File: config.mk
export PLATFORM = sky130hd
export DESIGN_NAME = approx_adder_pipe_mon
export DESIGN_NICKNAME = d
export VERILOG_FILES = /design/src/rtl/approx_adder_pipe_mon_pkg.sv /design/src/rtl/approx_adder_pipe_mon_loa_adder.sv /design/src/rtl/approx_adder_pipe_mon.sv
export SDC_FILE = /design/constraint.sdc
export NUM_CORES = 1
export LEC_CHECK = 0
export CAP_MARGIN = 30
export CORE_UTILIZATION = 33
export CTS_BUF_LIST = sky130_fd_sc_hd__clkbuf_8
export CTS_CLUSTER_DIAMETER = 150
export CTS_CLUSTER_SIZE = 10
export DETAILED_ROUTE_END_ITERATION = 10
export HOLD_SLACK_MARGIN = 0.08
export PLACE_DENSITY = 0.66
export SLEW_MARGIN = 20
export SYNTH_ARGS = -nofsm -noshare
export SYNTH_HDL_FRONTEND = slang
export SYNTH_SLANG_ARGS = --single-unit
File: constraint.sdc
create_clock -name clk -period 4.52 [get_ports clk]
set_input_delay 0.904 -clock clk [delete_from_list [all_inputs] [get_ports clk]]
set_output_delay 0.904 -clock clk [all_outputs]
set_load 0.02 [all_outputs]
File: src/rtl/approx_adder_pipe_mon_pkg.sv
// Shared helpers for the LOA approximate adder pipeline: sum/diff/saturation functions
// operate on a fixed wide type so any WIDTH up to MAX_W can reuse them.
package approx_pkg;

   localparam int DEF_WIDTH = 8;
   localparam int DEF_ET    = 2;
   localparam int MAX_W     = 64;

   typedef logic [MAX_W-1:0] opnd_t;
   typedef logic [MAX_W:0]   wsum_t;
   typedef logic [63:0]      cnt_t;

   // Lower K bits are OR'd; carry into the exact upper part is the AND of bit K-1.
   function automatic wsum_t loa_sum(input opnd_t a, input opnd_t b, input int k);
      wsum_t low;
      wsum_t ah;
      wsum_t bh;
      logic  cin;
      low = '0;
      cin = 1'b0;
      for (int i = 0; i < MAX_W; i++) begin
         if (i < k) low[i] = a[i] | b[i];
         if (i == k - 1) cin = a[i] & b[i];
      end
      ah = {1'b0, a} >> k;
      bh = {1'b0, b} >> k;
      return low | ((ah + bh + wsum_t'(cin)) << k);
   endfunction

   function automatic wsum_t abs_diff(input wsum_t x, input wsum_t y);
      return (x > y) ? (x - y) : (y - x);
   endfunction

   function automatic cnt_t sat_inc(input cnt_t v, input int w);
      cnt_t top;
      top = (w >= 64) ? '1 : ((cnt_t'(1) << w) - cnt_t'(1));
      return (v >= top) ? top : (v + cnt_t'(1));
   endfunction

endpackage

File: src/rtl/approx_adder_pipe_mon_loa_adder.sv
// Combinational lower-part-OR adder: APPROX_BITS LSBs OR'd, the rest added exactly.
import approx_pkg::*;

module loa_adder #(
   parameter int WIDTH       = DEF_WIDTH,
   parameter int APPROX_BITS = 3
) (
   input  logic [WIDTH-1:0] a,
   input  logic [WIDTH-1:0] b,
   output logic [WIDTH:0]   sum
);

   wsum_t sum_wide;
   logic  unused_hi;

   assign sum_wide  = loa_sum(opnd_t'(a), opnd_t'(b), APPROX_BITS);
   assign sum       = sum_wide[WIDTH:0];
   assign unused_hi = ^sum_wide;

endmodule

File: src/rtl/approx_adder_pipe_mon.sv
// Two-stage valid/ready LOA adder with optional runtime error monitor.
// Define ERR_MONITOR_EN to build the exact reference path, per-result error and stats.
import approx_pkg::*;

module approx_adder_pipe_mon #(
   parameter int WIDTH       = DEF_WIDTH,
   parameter int APPROX_BITS = 3,
   parameter int ET          = DEF_ET,
   parameter int CNT_W       = 16
) (
   input  logic             clk,
   input  logic             rst_n,
   input  logic             in_valid,
   output logic             in_ready,
   input  logic [WIDTH-1:0] in_a,
   input  logic [WIDTH-1:0] in_b,
   output logic             out_valid,
   input  logic             out_ready,
   output logic [WIDTH:0]   out_sum,
   output logic [WIDTH:0]   out_err,
   output logic             out_viol,
   input  logic             clr_stats,
   output logic [CNT_W-1:0] viol_cnt,
   output logic [WIDTH:0]   max_err
);

   logic             s1_v;
   logic [WIDTH-1:0] s1_a, s1_b;
   logic             s1_adv, s2_adv, fire;
   logic [WIDTH:0]   approx_sum;

   // S2 can take new data when empty or its result leaves this cycle.
   assign s2_adv   = !out_valid || out_ready;
   assign s1_adv   = !s1_v || s2_adv;
   assign in_ready = s1_adv;
   assign fire     = out_valid && out_ready;

   loa_adder #(.WIDTH(WIDTH), .APPROX_BITS(APPROX_BITS)) u_loa (
      .a   (s1_a),
      .b   (s1_b),
      .sum (approx_sum)
   );

   always_ff @(posedge clk or negedge rst_n) begin
      if (!rst_n) begin
         s1_v <= 1'b0;
         s1_a <= '0;
         s1_b <= '0;
      end else if (s1_adv) begin
         s1_v <= in_valid;
         if (in_valid) begin
            s1_a <= in_a;
            s1_b <= in_b;
         end
      end
   end

   always_ff @(posedge clk or negedge rst_n) begin
      if (!rst_n) begin
         out_valid <= 1'b0;
         out_sum   <= '0;
      end else if (s2_adv) begin
         out_valid <= s1_v;
         if (s1_v) out_sum <= approx_sum;
      end
   end

`ifdef ERR_MONITOR_EN
   logic [WIDTH:0] exact_sum, cur_err;
   wsum_t          err_wide;
   cnt_t           cnt_next;
   logic           unused_wide;

   assign exact_sum   = {1'b0, s1_a} + {1'b0, s1_b};
   assign err_wide    = abs_diff(wsum_t'(exact_sum), wsum_t'(approx_sum));
   assign cur_err     = err_wide[WIDTH:0];
   assign cnt_next    = sat_inc(cnt_t'(viol_cnt), CNT_W);
   assign unused_wide = ^{err_wide, cnt_next};

   always_ff @(posedge clk or negedge rst_n) begin
      if (!rst_n) begin
         out_err  <= '0;
         out_viol <= 1'b0;
      end else if (s2_adv && s1_v) begin
         out_err  <= cur_err;
         out_viol <= cur_err > (WIDTH+1)'(ET);
      end
   end

   // Clear takes priority over a result leaving in the same cycle.
   always_ff @(posedge clk or negedge rst_n) begin
      if (!rst_n) begin
         viol_cnt <= '0;
         max_err  <= '0;
      end else if (clr_stats) begin
         viol_cnt <= '0;
         max_err  <= '0;
      end else if (fire) begin
         if (out_viol) viol_cnt <= cnt_next[CNT_W-1:0];
         if (out_err > max_err) max_err <= out_err;
      end
   end
`else
   localparam int unused_et = ET;
   logic unused_cfg;

   assign out_err    = '0;
   assign out_viol   = 1'b0;
   assign viol_cnt   = '0;
   assign max_err    = '0;
   assign unused_cfg = clr_stats ^ fire;
`endif

endmodule

# [Yosys cells after proc, flatten, opt, wreduce, memory -nomap -nowiden]
# Index checks and enable logic that the tools add are counted.
[op_classes] div=0 bitwise=5 reduce_logical=6 addsub=2 muxes=0 shifts=0 mul=0 magnitude_cmp=0 eq_ne=0
[op_table] op="3-bit by 9-bit OR with 9-bit output" n=1
[op_table] op="5-bit by 5-bit adder with 6-bit output" n=1
[op_table] op="6-bit by 1-bit adder with 6-bit output" n=1
[op_table] op="2-bit AND reduction" n=2
[op_table] op="1-bit OR" n=3
[op_table] op="1-bit logical NOT" n=2
[op_table] op="1-bit logical OR" n=2
[op_table] op="1-bit bitwise AND" n=1
[totals] n_memories=0 ff_bits=27 out_inout_bits=46 ram_bits=0 wordCells=18 rom_bits=0 latchBits=0

# [Logic depth before layout (Yosys ltp)]
[depth] depth_word=4 depth_mapped=7 mapped_depth_nobuf=7

# [Hierarchy]
# A second synthesis with hierarchy kept.
[hier_totals] hier_cells=116 area_unflattened_um2=1530.2
[modules_own_cells] module="approx_adder_pipe_mon" cells_each=95 area_each_um2=1338.8 instances=1
[modules_own_cells] module="loa_adder" cells_each=21 area_each_um2=191.4 instances=1

# [Least setup slack after synthesis]
# Ideal clock, no wire load.
[synth_timing] path_type="input to output" start="input out_ready" end="output in_ready" slack_ns=2.416 t_arrival_ns=1.200 path_stages=1 path_cell_list="nand3b_2"
[synth_between] elab_chain_cells=2
[synth_lines] element="from (decl)" line="approx_adder_pipe_mon.sv:18" rtl="input logic out_ready,"
[synth_lines] element="1-bit logical OR" line="approx_adder_pipe_mon.sv:33" rtl="assign s2_adv = !out_valid || out_ready;"
[synth_lines] element="1-bit logical OR" line="approx_adder_pipe_mon.sv:34" rtl="assign s1_adv = !s1_v || s2_adv;"
[synth_lines] element="to (decl)" line="approx_adder_pipe_mon.sv:14" rtl="output logic in_ready,"
# No other way between the ends.

# [Worst setup path after layout]
# Ends and elaborated chain as after synthesis.

==> impl_summary.txt <==
----------------------------------------------------
[Timing]
  Final period demand of the worst path ... 3.069 ns
  Worst hold-check slack ... 0.4829 ns
  Final setup viols ... 0
  Final Slew Violations ... 0
  Worst clock skew on the final layout ... 0.001989 ns
  Final worst-path setup slack ... 1.451 ns
  Setup repair after global routing missed its margin ... no
  Setup total negative slack ... 0 ns
  Slew at the pin closest to its max-slew limit ... 0.5116 ns
  Post-route fraction of the period consumed by the critical path ... 67.91%
  Fin. Hold Viols ... 0
  Worst slew margin relative to its limit ... 65.79%
  Highest achievable clock rate ... 325.8 MHz

[Clocking]
  Clock transition at the register clock pins on the worst setup and hold paths after CTS ... 0.09 ns
  Clock tree from TritonCTS ... yes
  CTS hold repair buffers ... 0
  Maximum count of clock buffers along a single path ... 2
  Clock sinks ... 27
  Clock H-tree levels ... 1
  Clock tree root driver cell ... sky130_fd_sc_hd__clkbuf_8
  Cts bufs inserted ... 3
  Count of cells resized by post-cts repair ... 0
  Clock latency on the worst-skew pair ... 0.26 ns
  Post-CTS setup repair buffer count ... 0

[Setup path]
  CP Capture Type ... output port
  Most used cell along the critical path ... sky130_fd_sc_hd__clkdlybuf4s50_1
  Reg2Reg Launch Point ... s1_a[2]
  Setup Crit Path Kind ... input port to output port
  Critical Path Slowest Stage Cell ... sky130_fd_sc_hd__clkdlybuf4s50_1
  Crit path launch type ... input port
  Cell class contributing the biggest share of worst-path delay ... buffers and inverters
  Crit. Startpoint ... out_ready
  Largest stage delay on the critical path ... 0.62 ns
  CP max FO ... 3
  Required time worst endpoint ... 3.62 ns
  Critical path cell sequence ... clkdlybuf4s50_1 > nand3b_2 > clkdlybuf4s50_1
  Count of buffer and inverter cells on the critical path ... 2
  Arrival time of the worst setup path ... 2.17 ns

[Layout]
  Most common library cell in the layout ignoring fill and taps ... sky130_fd_sc_hd__conb_1
  Share of layout cells above drive strength 1 ... 15.38%
  Most frequent cells in the layout ... sky130_fd_sc_hd__conb_1, sky130_fd_sc_hd__clkdlybuf4s50_1, sky130_fd_sc_hd__dfrtp_1, sky130_fd_sc_hd__mux2_4
  Synth-to-layout area growth ... 17.71%
  Total number of nets in the final design ... 184
  Fin util ... 40.39%
  Count of antenna diodes in the layout ... 0

[Power and ir drop]
  Clock power share ... 17.8%
  Switching share of power ... 32.54%
  Worst vdd rail ir drop ... 0.2115 mV
  Power share of the combinational group ... 37.2%
  Net switching power figure ... 235.8 uW
  Int Pwr ... 488.8 uW
  Standby leakage power ... 0.8293 nW
  Total power divided by cell area ... 414.9 nW/um^2
  Share of total power in sequential cells ... 45.0%
  Overall power after layout ... 724.7 uW

[Floorplan]
  Std-Cell Core Area ... 4324 sq um
  Die area ... 4769 sq um
  Top Ports ... 67
  Std cell rows ... 24
  Width of the chip ... 69.06 microns
  Initial standard-cell utilization of the core ... 34.32%
  Chip height ... 69.06 microns

[GRT]
  Global Route Usage Sum ... 8.870%
  Maximum number of pins on one net before global-route repair ... 17
  Global-route wire length before repair ... 3394 microns
  Number of global-route vias before repair ... 751
  Antenna violations before repair ... 0
  Remaining global-route overflow ... 0

[Routing]
  Count of nets left with antenna violations after detail routing ... 0
  Average wire per cell in the routed design ... 10.44 microns
  Via count ... 824
  Total iterations of the first detailed-routing run ... 2
  Via density per instance ... 3.962
  First DRT Iteration DRCs ... 5
  Post-detailed-routing wire length ... 2172 microns
  DRC violation count after routing ... 0

[Synthesis]
  Cell types with the largest area share after synthesis ... sky130_fd_sc_hd__dfrtp_1, sky130_fd_sc_hd__buf_4, sky130_fd_sc_hd__mux2_4, sky130_fd_sc_hd__mux2_2, sky130_fd_sc_hd__ha_1
  Register bit total from synthesis ... 27
  Post-synthesis simple-gate area fraction ... 6.830%
  Synthesized-area fraction occupied by ao, oa, aoi and oai cells ... 4.890%
  Sequential fraction of the synthesis area ... 45.53%
  Post-Syn Instances ... 124
  Post-Synthesis Mean Instance Area ... 11.97 sq um
  Main combinational cell family by area after synthesis ... buffers and inverters
  Area share of the largest cell type after synthesis ... 45.53%
  Proportion of synthesized area in mux cells ... 16.19%
  Adder-cell share of the synthesized area ... 6.071%
  Xor and xnor area share after synthesis ... 1.180%
  Yosys warning total ... 0
  Synth area leader ... sky130_fd_sc_hd__dfrtp_1
  Synthesized cell area ... 1484 sq um
  Post-synthesis cell type count ... 23

[Worst hold path]
  Worst min-delay path category ... flop to flop
  Worst hold path startpoint ... out_sum[5]

[Placed design]
  Buffers added on ports ... 30
  Detailed-placement wirelength estimate ... 1777 microns
  Post-Place Setup Slack ... 1.452 ns
  Weighted congestion at the end of routability-driven global placement ... 0.6744

[Run status]
  Status ... completed

[Run]
  MaxCap Viol Count ... 0

----------------------------------------------------
[final cells by class]
cell class                      count  area [sq um]
Fill cell                         456          2577
Clock buffer                        3         41.29
Timing Repair Buffer               31         307.8
Tap cell                           52         65.06
Sequential cell                    27         675.6
Multi-Input combinational cell     94         653.1
Clock inverter                      1         3.754
[path summary, 6_finish.rpt]
| path | endpoint | slack (ns) | cells past startpoint |
|---|---|---|---|
| max in group asynchronous | s1_b[1] | 2.94 | 2 |
| worst max register to register | out_sum[7] | 2.34 | 7 |
| min in group asynchronous | s1_b[5] | 0.98 | 1 |
| worst min register to register | out_sum[5] | 0.48 | 2 |
| worst max-delay path | in_ready | 1.45 | 3 |
| worst min-delay path | out_sum[5] | 0.48 | 2 |
[power groups by stage]
| stage | combinational (mW) | sequential (mW) | clock [mW] |
|---|---|---|---|
| after floorplan | 0.155 | 0.363 | 0 |
| after global placement | 0.268 | 0.329 | 0 |
| after detailed placement | 0.274 | 0.332 | 0 |
| after CTS | 0.275 | 0.327 | 0.136 |
| after global routing | 0.292 | 0.334 | 0.143 |
| final | 0.270 | 0.326 | 0.129 |
[kinds of logic (layout without fill, tap and decap cells)]
family,after synthesis,in the layout
other,1,35
buffers and inverters,37,35
adders and majority gates,6,6
muxes,18,18
xor gates and xnor gates,2,2
DFF,27,27
AOI/OAI and AO/OA,13,13
and+or+nand+nor,20,20
[through the flow]
step                area (sq um)  instances
finish                      1747        208
global route                1747        208
detailed placement          1702        204
floorplan                   1612        158
global placement            1702        204
CTS                         1747        208
[cells in the mapped netlist (all sizes together)]
master  instances
buf            37
dfrtp          27
mux2           18
nand2           9
o21ai           6
nor2            5
a21oi           4
ha              4
nand2b          3
fa              2
a21boi          1
a21o            1
and2            1
conb            1
nand3           1
nand3b          1
o31ai           1
xnor2           1
xor2            1
[state kept, by name (all words and copies together), names as in the netlist]
| name | count |
|---|---|
| out_sum | 9 |
| s1_a | 8 |
| s1_b | 8 |
| out_valid | 1 |
| s1_v | 1 |
[per-layer routing]
metal	vias to the layer above	global-route usage [%]	part of all wire, %
met1	381	11.58	44
met2	36	14.46	50
met4	0	3.401	0
li1	407	-	-
met3	0	1.754	6.0
met5	-	0	0
[tightest hold or removal path: cells and delay by family (launching register included)]
| kind | cells | cell delay (ns) |
|---|---|---|
| flip-flops | 1 | 0.35 |
| AO/OA/AOI/OAI | 1 | 0.06 |
| AND/OR/NAND/NOR | 1 | 0.05 |
(Power assumes the default switching activity.)
